### src/rtl/cfg_chain_ctrl.sv
// rtl/cfg_chain_ctrl.sv - UART-framed configuration chain loader with readback and status
// Shifts CHAIN_LEN bits LSB first and echoes the displaced chain bytes to the host.
module cfg_chain_ctrl #(
  parameter int CHAIN_LEN = 32,
  parameter int TIMEOUT   = 1000000
) (
  input  logic       SCLK,
  input  logic       RESET,
  input  logic       RX_VALID,
  input  logic [7:0] RX_DATA,
  input  logic       TX_READY,
  output logic       TX_VALID,
  output logic [7:0] TX_DATA,
  output logic       SHIFT_HEAD,
  input  logic       SHIFT_TAIL,
  output logic       SHIFT_ENABLE,
  output logic       BUSY,
  output logic       CFG_DONE,
  output logic       ERROR
);
  localparam int NBYTES = CHAIN_LEN / 8;
  localparam int BCW    = $clog2(NBYTES + 1);
  localparam int TCW    = $clog2(TIMEOUT + 1);

  generate
    if (CHAIN_LEN <= 0 || (CHAIN_LEN % 8) != 0) begin : g_bad_len
      $error("cfg_chain_ctrl: CHAIN_LEN must be a positive multiple of 8");
    end
  endgenerate

  typedef enum logic [1:0] {S_IDLE, S_LOAD_WAIT, S_SHIFT, S_SEND} state_t;
  typedef enum logic [1:0] {OP_LOAD, OP_READ, OP_STATUS} op_t;

  state_t         state_q, state_d;
  op_t            op_q, op_d;
  logic [7:0]     data_q, data_d;
  logic [7:0]     rb_q, rb_d;
  logic [2:0]     bit_q, bit_d;
  logic [BCW-1:0] byte_q, byte_d;
  logic [BCW-1:0] byte_nxt;
  logic [TCW-1:0] tout_cnt_q, tout_cnt_d;
  logic [7:0]     tx_data_q, tx_data_d;
  logic           cfg_done_q, cfg_done_d;
  logic           ovr_q, ovr_d;
  logic           tout_q, tout_d;
  logic           unk_q, unk_d;

  assign byte_nxt = byte_q + 1'b1;

  always_comb begin
    state_d    = state_q;
    op_d       = op_q;
    data_d     = data_q;
    rb_d       = rb_q;
    bit_d      = bit_q;
    byte_d     = byte_q;
    tout_cnt_d = '0;
    tx_data_d  = tx_data_q;
    cfg_done_d = cfg_done_q;
    ovr_d      = ovr_q;
    tout_d     = tout_q;
    unk_d      = unk_q;

    case (state_q)
      S_IDLE: begin
        if (RX_VALID) begin
          case (RX_DATA)
            8'h01: begin
              op_d       = OP_LOAD;
              cfg_done_d = 1'b0;
              byte_d     = '0;
              state_d    = S_LOAD_WAIT;
            end
            8'h02: begin
              op_d    = OP_READ;
              byte_d  = '0;
              bit_d   = 3'd0;
              state_d = S_SHIFT;
            end
            8'h03: begin
              op_d      = OP_STATUS;
              tx_data_d = {cfg_done_q, ovr_q, tout_q, unk_q, 4'h0};
              state_d   = S_SEND;
            end
            default: unk_d = 1'b1;
          endcase
        end
      end
      S_LOAD_WAIT: begin
        // Expiry beats a coincident data byte, which is silently dropped.
        if (tout_cnt_q == TCW'(TIMEOUT - 1)) begin
          tout_d  = 1'b1;
          state_d = S_IDLE;
        end else if (RX_VALID) begin
          data_d  = RX_DATA;
          bit_d   = 3'd0;
          state_d = S_SHIFT;
        end else begin
          tout_cnt_d = tout_cnt_q + 1'b1;
        end
      end
      S_SHIFT: begin
        rb_d[bit_q] = SHIFT_TAIL;
        bit_d       = bit_q + 3'd1;
        if (RX_VALID) ovr_d = 1'b1;
        if (bit_q == 3'd7) begin
          tx_data_d = rb_d;
          state_d   = S_SEND;
        end
      end
      S_SEND: begin
        if (TX_READY) begin
          if (op_q == OP_STATUS) begin
            ovr_d   = 1'b0;
            tout_d  = 1'b0;
            unk_d   = 1'b0;
            state_d = S_IDLE;
          end else if (byte_nxt == BCW'(NBYTES)) begin
            if (op_q == OP_LOAD) cfg_done_d = 1'b1;
            state_d = S_IDLE;
          end else begin
            byte_d  = byte_nxt;
            bit_d   = 3'd0;
            state_d = (op_q == OP_LOAD) ? S_LOAD_WAIT : S_SHIFT;
          end
        end
        // A byte arriving while we talk is an overrun even if flags were just read.
        if (RX_VALID) ovr_d = 1'b1;
      end
      default: state_d = S_IDLE;
    endcase
  end

  always_ff @(posedge SCLK) begin
    if (RESET) begin
      state_q    <= S_IDLE;
      op_q       <= OP_LOAD;
      data_q     <= '0;
      rb_q       <= '0;
      bit_q      <= '0;
      byte_q     <= '0;
      tout_cnt_q <= '0;
      tx_data_q  <= '0;
      cfg_done_q <= 1'b0;
      ovr_q      <= 1'b0;
      tout_q     <= 1'b0;
      unk_q      <= 1'b0;
    end else begin
      state_q    <= state_d;
      op_q       <= op_d;
      data_q     <= data_d;
      rb_q       <= rb_d;
      bit_q      <= bit_d;
      byte_q     <= byte_d;
      tout_cnt_q <= tout_cnt_d;
      tx_data_q  <= tx_data_d;
      cfg_done_q <= cfg_done_d;
      ovr_q      <= ovr_d;
      tout_q     <= tout_d;
      unk_q      <= unk_d;
    end
  end

  // Rotate mode feeds the tail straight back so a READ leaves the chain intact.
  assign SHIFT_ENABLE = (state_q == S_SHIFT);
  assign SHIFT_HEAD   = (state_q != S_SHIFT) ? 1'b0 :
                        (op_q == OP_LOAD)    ? data_q[bit_q] : SHIFT_TAIL;
  assign TX_VALID     = (state_q == S_SEND);
  assign TX_DATA      = tx_data_q;
  assign BUSY         = (state_q != S_IDLE);
  assign CFG_DONE     = cfg_done_q;
  assign ERROR        = ovr_q | tout_q | unk_q;

endmodule
### config.mk
export PLATFORM = sky130hd
export DESIGN_NAME = cfg_chain_ctrl
export DESIGN_NICKNAME = d
export VERILOG_FILES = /design/src/rtl/cfg_chain_ctrl.sv
export SDC_FILE = /design/constraint.sdc
export NUM_CORES = 1
export LEC_CHECK = 0
export CORE_UTILIZATION = 61
export DETAILED_ROUTE_END_ITERATION = 16
export PLACE_DENSITY = 0.84
export SYNTH_ARGS = -nofsm -noshare
export SYNTH_HDL_FRONTEND = slang
export SYNTH_SLANG_ARGS = --single-unit
### constraint.sdc
create_clock -name SCLK -period 5.75 [get_ports SCLK]
set_clock_uncertainty 0.05 [all_clocks]
set_input_delay 1.15 -clock SCLK [delete_from_list [all_inputs] [get_ports SCLK]]
set_output_delay 1.15 -clock SCLK [all_outputs]
set_load 0.01 [all_outputs]
==> results of run 1 <==
final timing paths:
kind	to	slack [ns]	from	cells past startpoint
max reg2reg	rb_q[6]$_SDFFE_PP0P_	3.47	state_q[1]$_SDFFE_PP0P_	6
min	tout_cnt_q[0]$_SDFF_PP0_	0.42	tout_cnt_q[0]$_SDFF_PP0_	1
max	SHIFT_HEAD	1.84	SHIFT_TAIL	4
min reg2reg	tout_cnt_q[0]$_SDFF_PP0_	0.42	tout_cnt_q[0]$_SDFF_PP0_	1
report_power, final:
part	leakage [µW]	internal [µW]	switching (µW)	total, µW
sequential	0.000467	404	1.71	405
clock	0.000109	254	160	415
combinational	0.000585	16.0	22.2	38.2
final cells by class:
class | count | area (µm²)
clock buffers | 11 | 141
clock inverters | 5 | 77.6
fillers | 339 | 1100
inverters | 10 | 37.5
multi-input cells | 253 | 1660
flip-flops and latches | 58 | 1160
well taps | 52 | 65.1
repair buffers | 27 | 268
logic make-up after synthesis:
group | Yosys count | share of synthesized area [%]
compound gates | 45 | 12.0
xor+xnor | 20 | 5.96
fa+ha+maj | 5 | 2.13
buf+inv | 24 | 4.17
flops | 58 | 39.5
mux | 33 | 11.3
simple gates | 150 | 24.9
layer usage:
metal	global-route usage, %	vias to the layer above
met4	13.1	0
met3	5.20	9
met1	34.5	1151
met2	41.8	79
met5	0	-
li1	-	1226
synthesized netlist by cell type, drive strengths merged (4+ instances only):
cell type	number	share of area [%]
nor2	66	8.4
dfxtp	58	40
mux2i	32	11
nand2	27	3.5
nand3	15	2.7
xnor2	10	3.0
xor2	10	3.0
a21oi	9	1.7
inv	8	1.0
nor3	8	1.4
and3	7	1.5
clkbuf	7	1.0
o21ai	7	1.2
nor4	6	2.3
buf	5	1.2
ha	5	2.1
nor3b	5	1.3
a211oi	4	1.0
nand3b	4	1.0
o21a	4	1.0
placed cells by master (no fill, tap or decap), drive strengths merged, types with 4 or more instances in the layout:
cell type      netlist  layout
nand2               27      27
xor2                10      10
mux2i               32      32
clkdlybuf4s50        0      26
ha                   5       5
and3                 7       7
o21ai                7       7
dfxtp               58      58
nand3               15      15
inv                  8       8
a21oi                9       9
nor2                66      66
nand3b               4       4
o21a                 4       4
clkinv               2       4
nor3b                5       5
nor4                 6       6
a211oi               4       4
nor3                 8       8
clkbuf               7      11
xnor2               10      10
sequential cells by signal (all words and copies together), names as in the netlist:
name,cells
unk_q,1
state_q,2
tout_q,1
CFG_DONE,1
data_q,8
byte_q,3
rb_q,8
tout_cnt_q,20
op_q,2
ovr_q,1
TX_DATA,8
bit_q,3
worst max-delay path, stage by stage:
cell	delay, ns
sky130_fd_sc_hd__clkdlybuf4s50_1	0.74
sky130_fd_sc_hd__o22ai_1	0.16
sky130_fd_sc_hd__nor2_1	0.11
sky130_fd_sc_hd__clkdlybuf4s50_1	0.55
metrics by stage:
step	hold slack, ns	setup slack, ns
after floorplan	0.380	2.86
after global placement	0.391	1.87
after detailed placement	0.410	1.84
after CTS	0.424	1.84
after global routing	0.456	1.75
final	0.418	1.84
==> metrics.log, run 1 <==
[metrics] status: finished, final reports clean
[metrics] count of unique library cells instantiated by Yosys: 56
[metrics] via density per instance: roughly 5.9
[metrics] power density over the cells: 252 nW/µm²
[metrics] time the worst path needs with I/O delays and setup: between 3 and 4 ns
[metrics] number of placed instances with taps included: 400
[metrics] root buffer selected by CTS: sky130_fd_sc_hd__clkbuf_8
[metrics] Cells after Synth: 335
[metrics] fin. max-slew vios: 0
[metrics] DRC: 0
[metrics] TritonCTS clock tree: yes
[metrics] maximum buffer depth of the clock tree: 2
[metrics] synthesized flop and latch total: 58
[metrics] drt total wl: between 6000 and 7000 µm
[metrics] TNS Setup: 0 ns
[metrics] TritonCTS buffer count: 9
[metrics] vertical die dimension: 71.4 µm
[metrics] hold bufs inserted after CTS: 0
[metrics] H-tree Lvls: 3
[metrics] met1 wire length: 2840 µm
[metrics] latest clock arrival within the worst-skew pair: between 0.3 and 0.4 ns
[metrics] 1st-pass router iterations: 5
[metrics] vias after detailed routing: approximately 2500
[metrics] f_max: 256 MHz
[metrics] Synthesis Warnings: 0
[metrics] drt initial violations: between 200 and 250
[metrics] routability-driven placement congestion ratio: between 0.8 and 0.9
[metrics] number of I/O port buffers: 26
[metrics] Post-Layout Cell Count: approximately 420
[metrics] antenna violations before repair: 0
[metrics] fraction of layout cells with a size suffix above 1: slightly above 7%
[metrics] total setup buffers inserted after CTS: 0
[metrics] hold violation total from the final report: 0
[metrics] routed wire length on met2: between 2000 and 3000 µm
[metrics] share of the cycle needed by the critical path after routing: roughly 70%
[metrics] placement row count: 24
[metrics] I/O pin count: 27
[metrics] most used flip-flop cell after synthesis: sky130_fd_sc_hd__dfxtp_1
[metrics] worst endpoint data arrival time: approximately 2.7 ns
[metrics] headroom to the max-slew limit: a little over half
[metrics] setup repair after global routing missed its margin: no
[metrics] met3 routed wirelength: around 340 µm
[metrics] clock transition at the register clock pins on the worst setup and hold paths after CTS: 0.07 ns
[metrics] horizontal die dimension: between 70 and 80 µm
[metrics] class of the most critical setup path: primary input to output pin
[metrics] total die area: 5100 µm²
[metrics] number of sinks driven by the clock tree: slightly below 60
[metrics] Tightest Pin Transition: approximately 0.71 ns
[metrics] cells resized by post-CTS repair: 0
[metrics] CP startpoint kind: primary input
[metrics] CORE AREA: 4500 µm²
[metrics] Power, Total: between 800 and 900 µW
[metrics] Crit. End Element: output pin
[metrics] total half-perimeter wirelength after legalization and detailed placement: slightly above 4000 µm
[metrics] synthesized area per cell: between 8 and 9 µm²
[metrics] number of endpoints failing setup at the final stage: 0
[metrics] Area after DPL: 3190 µm²
[metrics] growth of design area from synthesis to finish: 15.9%
[metrics] pin count of the biggest net entering global routing: 38
[metrics] final core area utilization: between 70% and 80%
[metrics] worst hold-check path type: flop to flop
[metrics] number of antenna repair diodes: 0
[metrics] global-route wire length before repair: roughly 11000 µm
[metrics] total number of nets in the final design: about 380
[metrics] aggregate global-route resource usage: between 20% and 30%
[metrics] leakage power figure: approximately 0.0012 µW
[metrics] number of global-route vias before repair: between 2000 and 2500
[metrics] uppermost routed layer: met4
[metrics] share of flip-flops with an asynchronous set or reset after synthesis: 0%
[metrics] area of the mapped netlist: about 3000 µm²
[metrics] Initial Utilization: between 60% and 70%
[metrics] finished layout cell area: approximately 3400 µm²
[metrics] Max Fanout on Critical Path: 13
[metrics] Worst Path Required: 4.55 ns
[metrics] number of synthesized flops with an enable pin: 0
[metrics] mean routed wirelength per cell: between 10 and 15 µm
[metrics] maximum ir drop on the vdd rail: just under 0.2 mV
[metrics] number of maximum-capacitance constraint violations: 0
[metrics] Remaining Overflow, GRT: 0
[metrics] Synthesized Nets: around 350
[metrics] Seq/Total Area, Yosys: between 30% and 40%
[metrics] final antenna-violating net count: 0
Power figures use the tool's default switching activity.
==> run 2, diff against run 1 <==
--- a/config.mk
+++ b/config.mk
@@ -5,9 +5,9 @@
 export SDC_FILE = /design/constraint.sdc
 export NUM_CORES = 1
 export LEC_CHECK = 0
-export CORE_UTILIZATION = 61
+export CORE_UTILIZATION = 57
 export DETAILED_ROUTE_END_ITERATION = 16
-export PLACE_DENSITY = 0.84
+export PLACE_DENSITY = 0.79
 export SYNTH_ARGS = -nofsm -noshare
 export SYNTH_HDL_FRONTEND = slang
 export SYNTH_SLANG_ARGS = --single-unit
==> constraint.sdc (replaced) <==
create_clock -name SCLK -period 3.7 [get_ports SCLK]
set_clock_uncertainty 0.05 [all_clocks]
set_input_delay 0.74 -clock SCLK [delete_from_list [all_inputs] [get_ports SCLK]]
set_output_delay 0.74 -clock SCLK [all_outputs]
set_load 0.01 [all_outputs]
==> run 2 against run 1 <==
First-iteration DRC count down 54%. Clock power is 47% higher. Via count down 2.9%. Hold slack improved by 0.0014 ns. Final cell count is 3.6% higher. Sequential power increased by 56%. Non-clock buffer count rose by 1. Utilization is 5.1 points lower. Sequential share of layout area shrank 0.11 points. Routed wire length decreased by 3.3%. Largest cell class unchanged. Highest routed layer unchanged.
==> metrics.log, run 2 (same netlist as run 1, synthesis figures left out) <==
[metrics] status: finished, final reports clean
[metrics] number of antenna repair diodes: 0 (unchanged)
[metrics] highest-count cells in the layout ignoring fill and taps: sky130_fd_sc_hd__nor2_1 (66), sky130_fd_sc_hd__dfxtp_1 (58), sky130_fd_sc_hd__mux2i_1 (32)
[metrics] Crit. End Element: output pin
[metrics] Remaining Overflow, GRT: 0 (unchanged)
[metrics] 1st-pass router iterations: 4 (-1)
[metrics] final core area utilization: 70.5% (-5.1 points)
[metrics] leading cell type in the layout, fill and taps excluded: sky130_fd_sc_hd__nor2_1
[metrics] class of the most critical setup path: flop to output pin
[metrics] flip-flop count of the largest register, all copies and words added: 20 (unchanged)
[metrics] leakage power figure: 0.00116 µW (about the same)
[metrics] total number of nets in the final design: 378 (+0.27%)
[metrics] mean routed wirelength per cell: 14.0 µm (-6.7%)
[metrics] power density over the cells: 380 nW/µm² (+51%)
[metrics] f_max: 320 MHz
[metrics] DRC: 0 (unchanged)
[metrics] pin count of the biggest net entering global routing: 38 (unchanged)
[metrics] Tightest Pin Transition: 0.677 ns (-0.0336 ns)
[metrics] placement row count: 25 (+4.2%)
[metrics] TritonCTS buffer count: 9 (unchanged)
[metrics] antenna violations before repair: 0 (unchanged)
[metrics] buffer and inverter count on the worst path: 1 (-1)
[metrics] hold bufs inserted after CTS: 0 (unchanged)
[metrics] drt initial violations: 95 (-54%)
[metrics] TNS Setup: 0 ns (unchanged)
[metrics] number of sinks driven by the clock tree: 58 (unchanged)
[metrics] number of I/O port buffers: 26 (unchanged)
[metrics] Top cell by count, worst path: sky130_fd_sc_hd__o22ai_1
[metrics] pre-CTS setup slack: 0.654 ns (-1.18 ns)
[metrics] cell type of the slowest stage on the worst timing path: sky130_fd_sc_hd__dfxtp_1
[metrics] share of the cycle needed by the critical path after routing: a little over four fifths
[metrics] hold violation total from the final report: 0 (unchanged)
[metrics] aggregate global-route resource usage: 25.6% (-0.83 points)
[metrics] Critical Path Max Stage Delay: 0.66 ns (-0.08 ns)
[metrics] cells traversed along the worst timing path: mux2i_1, mux2_2, o22ai_1, o22ai_1, nor2_1, clkdlybuf4s50_1
[metrics] setup repair after global routing missed its margin: no
[metrics] Initial Utilization: 60.6% (-4.6 points)
[metrics] H-tree Lvls: 3 (unchanged)
[metrics] total half-perimeter wirelength after legalization and detailed placement: 4160 µm (+0.48%)
[metrics] I/O pin count: 27 (unchanged)
[metrics] total die area: 5450 µm² (+6.8%)
[metrics] headroom to the max-slew limit: 54.5% (+2.3 points)
[metrics] worst endpoint data arrival time: 2.33 ns (-0.38 ns)
[metrics] global-route wire length before repair: 10400 µm (-1.4%)
[metrics] CP startpoint kind: flop
[metrics] register with the most flip-flops: tout_cnt_q
[metrics] horizontal die dimension: 73.8 µm (+3.4%)
[metrics] worst hold-check path type: flop to flop
[metrics] Worst Path Required: 2.91 ns (-1.64 ns)
[metrics] number of endpoints failing setup at the final stage: 0 (unchanged)
[metrics] maximum ir drop on the vdd rail: 0.198 mV (about the same)
[metrics] fraction of layout cells with a size suffix above 1: 7.14% (unchanged)
[metrics] Power, Total: 1300 µW (+51%)
[metrics] time the worst path needs with I/O delays and setup: about 3.1 ns
[metrics] Post-Route Hold Slack: 0.419 ns (+0.00137 ns)
[metrics] routability-driven placement congestion ratio: 0.810 (-8.7%)
[metrics] CORE AREA: 4850 µm² (+7.6%)
[metrics] maximum buffer depth of the clock tree: 2 (unchanged)
[metrics] final worst slack: 0.578 ns (-1.26 ns)
[metrics] root buffer selected by CTS: sky130_fd_sc_hd__clkbuf_8
[metrics] via density per instance: 5.55 (-6.3%)
[metrics] number of global-route vias before repair: 2209 (-1.8%)
[metrics] drt total wl: 6010 µm (-3.3%)
[metrics] final antenna-violating net count: 0 (unchanged)
[metrics] total setup buffers inserted after CTS: 0 (unchanged)
[metrics] growth of design area from synthesis to finish: 16.3%
[metrics] cells resized by post-CTS repair: 0 (unchanged)
[metrics] TritonCTS clock tree: yes
[metrics] family with the most delay on the worst path: flip-flops
[metrics] filler instances: 377 (+11%)
[metrics] vias after detailed routing: 2393 (-2.9%)
[metrics] fin. max-slew vios: 0 (unchanged)
[metrics] clock transition at the register clock pins on the worst setup and hold paths after CTS: 0.06 ns (about the same)
[metrics] number of maximum-capacitance constraint violations: 0 (unchanged)
[metrics] vertical die dimension: 73.8 µm (+3.4%)
[metrics] Max Fanout on Critical Path: 17 (+4)
[metrics] latest clock arrival within the worst-skew pair: 0.34 ns (about the same)
==> run 2: final cells by class <==
class | instances | area, µm² | share of cell area [%]
well taps | 67 | 83.8 | 2.45
flip-flops and latches | 58 | 1160 | 34.0
inverters | 10 | 37.5 | 1.10
clock buffers | 13 | 169 | 4.94
clock inverters | 2 | 35.0 | 1.03
multi-input cells | 253 | 1660 | 48.4
repair buffers | 28 | 275 | 8.06
==> run 2: report_power, final <==
part	total (µW)	internal, µW	switching, µW
registers	630	627	2.56
logic	58.4	24.9	33.4
clock network	609	362	248
total	1300	1010	284
==> run 2: worst paths after layout <==
path                       startpoint                  endpoint  slack, ns  depth (start not counted)
max             bit_q[1]$_SDFFE_PP0P_                SHIFT_HEAD       0.58                          6
min          tout_cnt_q[0]$_SDFF_PP0_  tout_cnt_q[0]$_SDFF_PP0_       0.42                          1
max reg2reg   state_q[1]$_SDFFE_PP0P_    byte_q[1]$_SDFFE_PP0P_       1.55                          6
min reg2reg  tout_cnt_q[0]$_SDFF_PP0_  tout_cnt_q[0]$_SDFF_PP0_       0.42                          1
==> run 2: routing by layer <==
layer	vias to the layer above	global-route usage, %	routed length, µm
met2	51	40.5	2960
li1	1229	-	-
met3	14	10.7	316
met1	1099	31.0	2620
met4	0	9.19	119
met5	-	0	0
==> run 2: per-stage QoR <==
stage          area, µm²  std cells
3_5_place_dp        3210        416
5_1_grt             3420        431
4_1_cts             3420        431
3_3_place_gp        3210        416
2_1_floorplan       2940        335
6_report            3420        431
